## src/rtl/next_mon_pkg.sv

```systemverilog
// rtl/next_mon_pkg.sv - shared types and default link constants for the NeXT monitor link
// Contents: state_t (host FSM states), DEF_* defaults shared with the sound-box side.
package next_mon_pkg;

   typedef enum logic [2:0] {
      IDLE       = 3'd0,
      START      = 3'd1,
      SHIFT      = 3'd2,
      WAIT_REPLY = 3'd3,
      RX_SHIFT   = 3'd4,
      GAP        = 3'd5
   } state_t;

   localparam int DEF_HALF_DIV = 3;    // 27 MHz / 6 = 4.5 MHz link clock
   localparam int DEF_TX_BITS  = 24;
   localparam int DEF_RX_BITS  = 24;
   localparam int DEF_TIMEOUT  = 64;
   localparam int DEF_GAP      = 4;

endpackage

```

## src/rtl/next_mon_clkgen.sv

```systemverilog
// rtl/next_mon_clkgen.sv - free-running link clock divider with edge strobes
// Ports:
//   clk, reset : system clock, async active-high reset
//   mon_clk    : link clock, toggles every HALF_DIV clk cycles
//   rise_en    : high in the clk cycle whose edge registers mon_clk 0->1
//   fall_en    : high in the clk cycle whose edge registers mon_clk 1->0
module next_mon_clkgen
   import next_mon_pkg::*;
#(
   parameter int HALF_DIV = DEF_HALF_DIV
) (
   input  logic clk,
   input  logic reset,
   output logic mon_clk,
   output logic rise_en,
   output logic fall_en
);

   localparam int CW = $clog2(HALF_DIV);

   logic [CW-1:0] cnt;
   logic          term;

   assign term    = (cnt == CW'(HALF_DIV - 1));
   assign rise_en = term && !mon_clk;
   assign fall_en = term && mon_clk;

   always_ff @(posedge clk or posedge reset) begin
      if (reset) begin
         cnt     <= '0;
         mon_clk <= 1'b0;
      end else if (term) begin
         cnt     <= '0;
         mon_clk <= ~mon_clk;
      end else begin
         cnt     <= cnt + 1'b1;
      end
   end

endmodule

```

## src/rtl/next_mon_host.sv

```systemverilog
// rtl/next_mon_host.sv - host end of the NeXT monitor/sound-box serial link
// Ports:
//   clk, reset              : system clock, async active-high reset
//   tx_data/tx_valid/tx_ready : command frame in, MSB first; accepted only in IDLE
//   expect_reply            : sampled at accept, 1 = collect a reply frame
//   rx_data/rx_valid        : last reply payload, 1-cycle pulse on update
//   rx_timeout              : 1-cycle pulse when no reply start bit arrives
//   busy                    : high whenever not IDLE
//   mon_clk/to_mon/from_mon : link pins; to_mon and from_mon idle high
module next_mon_host
   import next_mon_pkg::*;
#(
   parameter int HALF_DIV = DEF_HALF_DIV,
   parameter int TX_BITS  = DEF_TX_BITS,
   parameter int RX_BITS  = DEF_RX_BITS,
   parameter int TIMEOUT  = DEF_TIMEOUT,
   parameter int GAP_N    = DEF_GAP
) (
   input  logic               clk,
   input  logic               reset,
   input  logic [TX_BITS-1:0] tx_data,
   input  logic               tx_valid,
   output logic               tx_ready,
   input  logic               expect_reply,
   output logic [RX_BITS-1:0] rx_data,
   output logic               rx_valid,
   output logic               rx_timeout,
   output logic               busy,
   output logic               mon_clk,
   output logic               to_mon,
   input  logic               from_mon
);

   localparam int TXC_W = $clog2(TX_BITS + 1);
   localparam int RXC_W = $clog2(RX_BITS + 1);
   localparam int TOC_W = $clog2(TIMEOUT + 1);
   localparam int GPC_W = $clog2(GAP_N + 1);

   state_t             state, state_nx;
   logic               rise_en, fall_en;
   logic               from_s1, from_s2;
   logic [TX_BITS-1:0] tx_sh;
   logic               exp_reply;
   logic [TXC_W-1:0]   bit_cnt;
   logic [TOC_W-1:0]   wait_cnt;
   logic [RXC_W-1:0]   rx_cnt;
   logic [GPC_W-1:0]   gap_cnt;
   logic [RX_BITS-2:0] rx_sh;
   logic [RX_BITS-1:0] rx_nx;

   logic load, drv_start, drv_bit, drv_stop, wait_step;
   logic timeout_hit, rx_step, rx_last, gap_step;

   next_mon_clkgen #(.HALF_DIV(HALF_DIV)) u_clkgen (
      .clk     (clk),
      .reset   (reset),
      .mon_clk (mon_clk),
      .rise_en (rise_en),
      .fall_en (fall_en)
   );

   assign tx_ready = (state == IDLE);
   assign busy     = (state != IDLE);
   assign rx_nx    = {rx_sh, from_s2};

   always_ff @(posedge clk or posedge reset) begin
      if (reset) state <= IDLE;
      else       state <= state_nx;
   end

   always_comb begin
      state_nx    = state;
      load        = 1'b0;
      drv_start   = 1'b0;
      drv_bit     = 1'b0;
      drv_stop    = 1'b0;
      wait_step   = 1'b0;
      timeout_hit = 1'b0;
      rx_step     = 1'b0;
      rx_last     = 1'b0;
      gap_step    = 1'b0;
      case (state)
         IDLE: if (tx_valid) begin
            load     = 1'b1;
            state_nx = START;
         end
         START: if (fall_en) begin
            drv_start = 1'b1;
            state_nx  = SHIFT;
         end
         SHIFT: if (fall_en) begin
            if (bit_cnt == TXC_W'(TX_BITS)) begin
               drv_stop = 1'b1;
               state_nx = exp_reply ? WAIT_REPLY : GAP;
            end else begin
               drv_bit = 1'b1;
            end
         end
         // A start bit on the final counted edge takes priority over timeout.
         WAIT_REPLY: if (rise_en) begin
            if (!from_s2) begin
               state_nx = RX_SHIFT;
            end else if (wait_cnt == TOC_W'(TIMEOUT - 1)) begin
               timeout_hit = 1'b1;
               state_nx    = GAP;
            end else begin
               wait_step = 1'b1;
            end
         end
         RX_SHIFT: if (rise_en) begin
            rx_step = 1'b1;
            if (rx_cnt == RXC_W'(RX_BITS - 1)) begin
               rx_last  = 1'b1;
               state_nx = GAP;
            end
         end
         GAP: if (fall_en) begin
            if (gap_cnt == GPC_W'(GAP_N - 1)) state_nx = IDLE;
            else                              gap_step = 1'b1;
         end
         default: state_nx = IDLE;
      endcase
   end

   always_ff @(posedge clk or posedge reset) begin
      if (reset) begin
         from_s1    <= 1'b1;
         from_s2    <= 1'b1;
         to_mon     <= 1'b1;
         tx_sh      <= '0;
         exp_reply  <= 1'b0;
         bit_cnt    <= '0;
         wait_cnt   <= '0;
         rx_cnt     <= '0;
         gap_cnt    <= '0;
         rx_sh      <= '0;
         rx_data    <= '0;
         rx_valid   <= 1'b0;
         rx_timeout <= 1'b0;
      end else begin
         from_s1    <= from_mon;
         from_s2    <= from_s1;
         rx_valid   <= rx_last;
         rx_timeout <= timeout_hit;
         if (load) begin
            tx_sh     <= tx_data;
            exp_reply <= expect_reply;
         end
         if (drv_start) begin
            to_mon  <= 1'b0;
            bit_cnt <= '0;
         end
         if (drv_bit) begin
            to_mon  <= tx_sh[TX_BITS-1];
            tx_sh   <= {tx_sh[TX_BITS-2:0], 1'b0};
            bit_cnt <= bit_cnt + 1'b1;
         end
         // Stop bit clears every post-frame counter so both GAP entry paths start at zero.
         if (drv_stop) begin
            to_mon   <= 1'b1;
            wait_cnt <= '0;
            rx_cnt   <= '0;
            gap_cnt  <= '0;
         end
         if (wait_step) wait_cnt <= wait_cnt + 1'b1;
         if (rx_step) begin
            rx_sh  <= rx_nx[RX_BITS-2:0];
            rx_cnt <= rx_cnt + 1'b1;
         end
         if (rx_last) rx_data <= rx_nx;
         if (gap_step) gap_cnt <= gap_cnt + 1'b1;
      end
   end

endmodule

```

## config.mk

```make
export PLATFORM = sky130hd
export DESIGN_NAME = next_mon_host
export DESIGN_NICKNAME = d
export VERILOG_FILES = /design/src/rtl/next_mon_pkg.sv /design/src/rtl/next_mon_clkgen.sv /design/src/rtl/next_mon_host.sv
export SDC_FILE = /design/constraint.sdc
export NUM_CORES = 1
export LEC_CHECK = 0
export ABC_CLOCK_PERIOD_IN_PS = 3700
export BUFFER_PORTS_ARGS = -buffer_cell sky130_fd_sc_hd__buf_2
export CORE_ASPECT_RATIO = 0.9
export CORE_MARGIN = 4
export CORE_UTILIZATION = 39
export DETAILED_ROUTE_END_ITERATION = 16
export GPL_ROUTABILITY_DRIVEN = 0
export MAX_ROUTING_LAYER = met4
export PLACE_DENSITY = 0.57
export SYNTH_ARGS = -nofsm -noshare
export SYNTH_HDL_FRONTEND = slang
export SYNTH_SLANG_ARGS = --single-unit
export TNS_END_PERCENT = 10
```

## constraint.sdc

```tcl
create_clock -name clk -period 3.7 [get_ports clk]
set_input_delay 0.37 -clock clk [delete_from_list [all_inputs] [get_ports clk]]
set_output_delay 0.37 -clock clk [all_outputs]
set_load 0.01 [all_outputs]
```

# --- Word level (Yosys, flattened, before mapping) ---
# Index checks and enable logic that the tools add are counted.
word_totals:
  ff_bits: 103
  input_bits: 29
  output_inout_bits: 30
  word_cells: 107
classes:
  add_sub_neg: 5
  n_eq_ne: 20
  muxes: 53
  bitwise_logic: 1
  n_reduce_logical: 12
ops:
  columns: ["cell", "n"]
  rows:
  - ["2-to-1 mux 24 bit", 2]
  - ["2-to-1 mux 3 bit", 14]
  - ["2-to-1 mux 1 bit", 29]
  - ["2-to-1 mux 5 bit", 4]
  - ["!= test 2 bit, second input constant", 9]
  - ["one-hot mux 3 bit (6 select lines)", 1]
  - ["2-to-1 mux 7 bit", 2]
  - ["adder 5 x 1 -> 5 bit, second input constant", 2]
  - ["equality test 5 bit, second input constant", 2]
  - ["AND reduction 10 bit", 1]
  - ["nonzero test 2 bit", 5]
  - ["equality test 3 x 2 -> 1 bit, second input constant", 3]
  - ["adder 7 x 1 -> 7 bit, second input constant", 1]
  - ["equality test 7 x 6 -> 1 bit, second input constant", 1]
  - ["equality test 3 bit, second input constant", 2]
  - ["nonzero test 3 bit", 2]
  - ["adder 3 x 1 -> 3 bit, second input constant", 1]
  - ["equality test 3 x 1 -> 1 bit, second input constant", 1]
  - ["logical NOT 3 bit", 1]
  - ["!= test 3 bit, second input constant", 1]
  - ["adder 2 x 1 -> 2 bit, second input constant", 1]
  - ["equality test 2 bit, second input constant", 1]
  - ["logical AND 1 bit", 2]
  - ["2-to-1 mux 2 bit", 1]
  - ["2 further kinds", 2]

# --- Depth between registers and ports, before layout ---
depth:
  ltp_word: 7
  depth_mapped: 8

# --- Hierarchy ---
# From an unflattened synthesis, not the netlist that was laid out.
unflattened:
  hier_cells: 422
  area_unflattened_um2: 4525.6
modules_own_cells:
  columns: ["module", "instances", "cells_each", "area_each_um2", "seq_area_each_um2"]
  rows:
  - ["next_mon_host", 1, 411, 4395.5, 2506.2]
  - ["next_mon_clkgen", 1, 11, 130.1, 75.1]

# --- Worst setup path before layout ---
# OpenSTA, ideal clock, no wires.
synth_timing:
  path_kind: "flip-flop to flip-flop"
  from: "register u_clkgen.mon_clk"
  to: "register rx_data[10]"
  setup_time_ps: 125
  arrival_ps: 1678
  setup_slack_ps: 1897
  path_stages_with_launch: 8
  n_path_buf: 3
  synth_period_minus_slack_ps: 1803
  cell_sequence: "dfrtp_1 buf_6 nor4b_4 nand2_1 or2_1 buf_6 buf_6 mux2_4"
synth_via:
  elab_chain_len: 4
synth_rtl:
  columns: ["element", "line", "rtl"]
  rows:
  - ["start, declared", "next_mon_clkgen.sv:14", "output logic mon_clk,"]
  - ["start signal, assigned", "next_mon_clkgen.sv:34", "mon_clk <= ~mon_clk;"]
  - ["logical NOT 1 bit", "next_mon_clkgen.sv:25", "assign rise_en = term && !mon_clk;"]
  - ["logical AND 1 bit", "next_mon_clkgen.sv:25", null]
  - ["2-to-1 mux 1 bit", "next_mon_host.sv:110", "RX_SHIFT: if (rise_en) begin"]
  - ["2-to-1 mux 1 bit", "next_mon_host.sv:82", "case (state)"]
  - ["end signal, assigned", "next_mon_host.sv:170", "if (rx_last) rx_data <= rx_nx;"]
  - ["end, declared", "next_mon_host.sv:25", "output logic [RX_BITS-1:0] rx_data,"]
# No other way between the ends.
# A chain may end at the register's enable or synchronous reset.

# --- Worst setup path in the final report ---
layout_timing:
  from: "register state[0]"
  to: "register tx_sh[3]"
layout_via:
  elab_chain_len: 3
  elab_cells_between_ends: 6
layout_rtl:
  columns: ["element", "line", "rtl"]
  rows:
  - ["start, declared", "next_mon_host.sv:39", "state_t state, state_nx;"]
  - ["start signal, assigned", "next_mon_host.sv:68", "else state <= state_nx;"]
  - ["equality test 3 x 2 -> 1 bit or logical NOT 3 bit (tied branches)", "next_mon_host.sv:82", null]
  - ["2-to-1 mux 1 bit", "next_mon_host.sv:82", null]
  - ["2-to-1 mux 24 bit or nonzero test 2 bit (tied branches)", null, null]
  - ["end signal, assigned", "next_mon_host.sv:146", "tx_sh <= tx_data;"]
  - ["end signal, assigned", "next_mon_host.sv:155", "tx_sh <= {tx_sh[TX_BITS-2:0], 1'b0};"]
  - ["end, declared", "next_mon_host.sv:42", "logic [TX_BITS-1:0] tx_sh;"]
# Several ways; a longest one is shown, not always the timed one.

==> results.md <==
* Status: finished clean
* Routed length per placed instance at 14.1 µm
* Detailed-route DRC error count at 0
* Worst-Margin Slew at 0.890 ns
* Commonest register cell after synthesis: sky130_fd_sc_hd__dfrtp_1
* Post-Syn Instances at 374
* CTS tree: yes
* Routed length on met1 at 3.94 mm
* Setup repair after global routing missed its margin: false
* Die Height at 110 µm
* Mean instance size in the synthesized netlist at 12.2 µm²
* Part of the Yosys area used for sequential elements at 56.7%
* Setup violations, final at 0
* Setup skew after layout at 0.00778 ns
* Startpoint type of the worst setup path: flip-flop
* Detailed Route WL at 8.31 mm
* Via density per instance at 4.95
* Fin. Hold Viols at 0
* 1st-iter DRT viols at 249
* Biggest fanout along the worst timing path at 23
* DP Wirelength at 5.58 mm
* Area of the multi-input gates at 0.00181 mm²
* Startpoint of the worst-slack reg-to-reg timing path: state[0]
* Final cell count without fillers at 590
* Fraction of the mapped netlist area in simple logic gates at 13.0%
* Timing startpoint of the critical path: state[0]
* Number of placement rows at 37
* Number of antenna-violating nets in the routed design at 0
* Worst r2r dst: tx_sh[3]
* Via count of the first global-routing pass at 2954
* Adder-cell share of the synthesized area at 1.65%
* Leak pwr at 2.69 nW
* Dominant combinational cell family by area after synthesis: multiplexers
* Buffers from clock root to sink, at most at 2
* Sequential cell area at 0.00258 mm²
* Setup Crit Path Kind: reg -> reg
* Slew Limit Fails at 0
* Post-cts gate resize count at 0
* Clock Sink Count at 103
* Upper clock frequency limit at 414 MHz
* Antenna violations before repair at 0
* Required time at the worst-slack endpoint at 3.98 ns
* Clock latency on the worst-skew pair at 0.34 ns
* Synth Area in XOR/XNOR at 0.962%
* Netlist area before placement at 0.00455 mm²
* Placeable core region at 0.0114 mm²
* Cell count of the worst reg-to-reg path at 6
* Most common library cell in the layout ignoring fill and taps: sky130_fd_sc_hd__dfrtp_1
* Detailed Routing Iterations Pass 1 at 4
* Wire length of the first global-routing pass at 14.5 mm
* Overall power consumption at 0.00217 W
* Count of unique library cells instantiated by Yosys at 48
* Post-route cell area at 0.00528 mm²
* Vias post-DR at 2923
* Peak supply drop at 0.250 mV
* Worst setup path end: tx_sh[3]
* Final period util at 65.2%
* CP Data Arrival Time at 2.69 ns
* Number of H-tree levels at 3
* Root buffer cell: sky130_fd_sc_hd__clkbuf_16
* Post-layout min period at 2.41 ns
* CTS clock-pin slew for the worst setup and hold paths at 0.07 ns
* Power Dens Cells at 412 mW/mm²
* Met3 WL post-DR at 318 µm
* Multiplexer share of the synthesized area at 14.2%
* Commonest cells after routing, fill and taps aside: sky130_fd_sc_hd__dfrtp_1 (100), sky130_fd_sc_hd__nand2_1 (61), sky130_fd_sc_hd__buf_2 (58)
* Max-capacitance violation count at 0
* Number of placed instances with taps included at 574
* Met2 Routed Length at 3.96 mm
* Synthesized net count at 409
* Share of post-route cells with drive strength above 1 at 32.5%
* DIE AREA at 0.0135 mm²
* Filler cells at 1098
* Number of placed I/O pins at 59
* Pin count of the biggest net entering global routing at 66
* Total congestion overflow at 0
* Hold buffers post-CTS at 0
* Topmost layer with routed signal wires: met4
* Standard cell area after detailed placement at 0.00495 mm²
* Number of nets in the finished design at 464
* Share of synthesized registers carrying an async set or reset at 100%
* Number of buffers created by CTS at 9
* EDFF count, synth at 0
* Type of element capturing the critical path: flip-flop
* Reg-to-reg setup timing slack at 1.29 ns
* Initial core utilization at 39.8%
* Port bufs at 58
* Synthesis-to-finish area growth at 15.9%
* Total negative slack at 0 ns
* Relative slew slack at 40.6%
* Complex-gate fraction of the synthesized area at 9.79%
* Post-route core utilization at 46.1%
* Yosys synthesis warning count at 0
* Total track usage at 13.6%
* HP Class: in -> reg
* Yosys reg bits at 103
* Die Width at 122 µm
* Buffer count from post-CTS setup fixing at 0
* Diode insertion count for antenna repair at 0
==> synthesized netlist by cell type, drive strengths merged, types with 2 or more instances <==
master | count | area (µm²)
and2 | 4 | 25.0
or3 | 5 | 36.3
clkbuf | 3 | 12.5
nand4b | 3 | 26.3
dfstp | 3 | 78.8
inv | 8 | 30.0
nor2b | 6 | 37.5
xor2 | 2 | 17.5
dfrtp | 100 | 2500
a21oi | 5 | 25.0
mux2 | 50 | 638
a22oi | 24 | 180
nand2 | 61 | 229
buf | 17 | 121
nand2b | 6 | 37.5
a22o | 3 | 26.3
nor2 | 9 | 36.3
nand3 | 10 | 50.1
o31ai | 2 | 15.0
and4b | 2 | 20.0
nor3 | 3 | 15.0
xnor2 | 3 | 26.3
nor3b | 2 | 15.0
o21ai | 23 | 123
ha | 6 | 75.1
==> routing by layer <==
| layer | up-vias | track usage, % |
|---|---|---|
| li1 | 1425 | - |
| met1 | 1440 | 18.1 |
| met2 | 50 | 20.7 |
| met3 | 8 | 3.53 |
| met4 | 0 | 3.58 |
| met5 | - | - |
==> final cells by class <==
cell class	count	area share (%)
clock buffers	11	4.79
clock inverters	5	1.40
inverters	8	0.617
multi-input cells	243	34.2
flip-flops and latches	103	48.9
well taps	156	3.70
repair buffers	64	6.36
==> flip-flops by register name, summed over array words and instances, names as in the netlist <==
name	cells
u_clkgen.mon_clk	1
u_clkgen.cnt	2
from_s2	1
gap_cnt	3
tx_sh	24
rx_sh	23
rx_data	24
to_mon	1
from_s1	1
bit_cnt	5
rx_cnt	5
state	3
wait_cnt	7
rx_valid	1
rx_timeout	1
exp_reply	1
==> critical path: stages, from the launching register on <==
cell	delay (ns)
sky130_fd_sc_hd__dfrtp_1	0.67
sky130_fd_sc_hd__nor3_1	0.17
sky130_fd_sc_hd__and2_1	0.30
sky130_fd_sc_hd__buf_4	0.25
sky130_fd_sc_hd__nor2_2	0.69
sky130_fd_sc_hd__nand2_1	0.16
sky130_fd_sc_hd__nand2_1	0.11
==> cells by family after synthesis <==
group	Yosys count
compound gates	64
xor+xnor	5
fa+ha+maj	6
buf+inv	28
flops	103
mux	51
simple gates	117
==> report_power, final <==
part           total [W]  switching [W]  internal, W  leakage, nW
Combinational  0.0000400      0.0000277    0.0000123         1.11
Clock            0.00101       0.000431     0.000575        0.157
Sequential       0.00113     0.00000103      0.00113         1.41
==> worst min path at each step <==
stage | start | end | slack, ns | depth (start not counted)
CTS | from_mon | from_s1 | 0.14 | 1
detailed placement | from_s1 | from_s2 | 0.35 | 0
global route | from_mon | from_s1 | 0.13 | 1
global placement | from_s1 | from_s2 | 0.35 | 0
floorplan | from_s1 | from_s2 | 0.35 | 0
finish | from_mon | from_s1 | 0.14 | 1
==> through the flow <==
stage          worst slack (ns)  hold WS [ns]
3_5_place_dp               1.28         0.350
3_3_place_gp               1.37         0.348
6_report                   1.29         0.144
2_1_floorplan             0.631         0.345
4_1_cts                    1.25         0.135
5_1_grt                    1.01         0.125
Note: power is estimated with default switching activity, not from simulation.
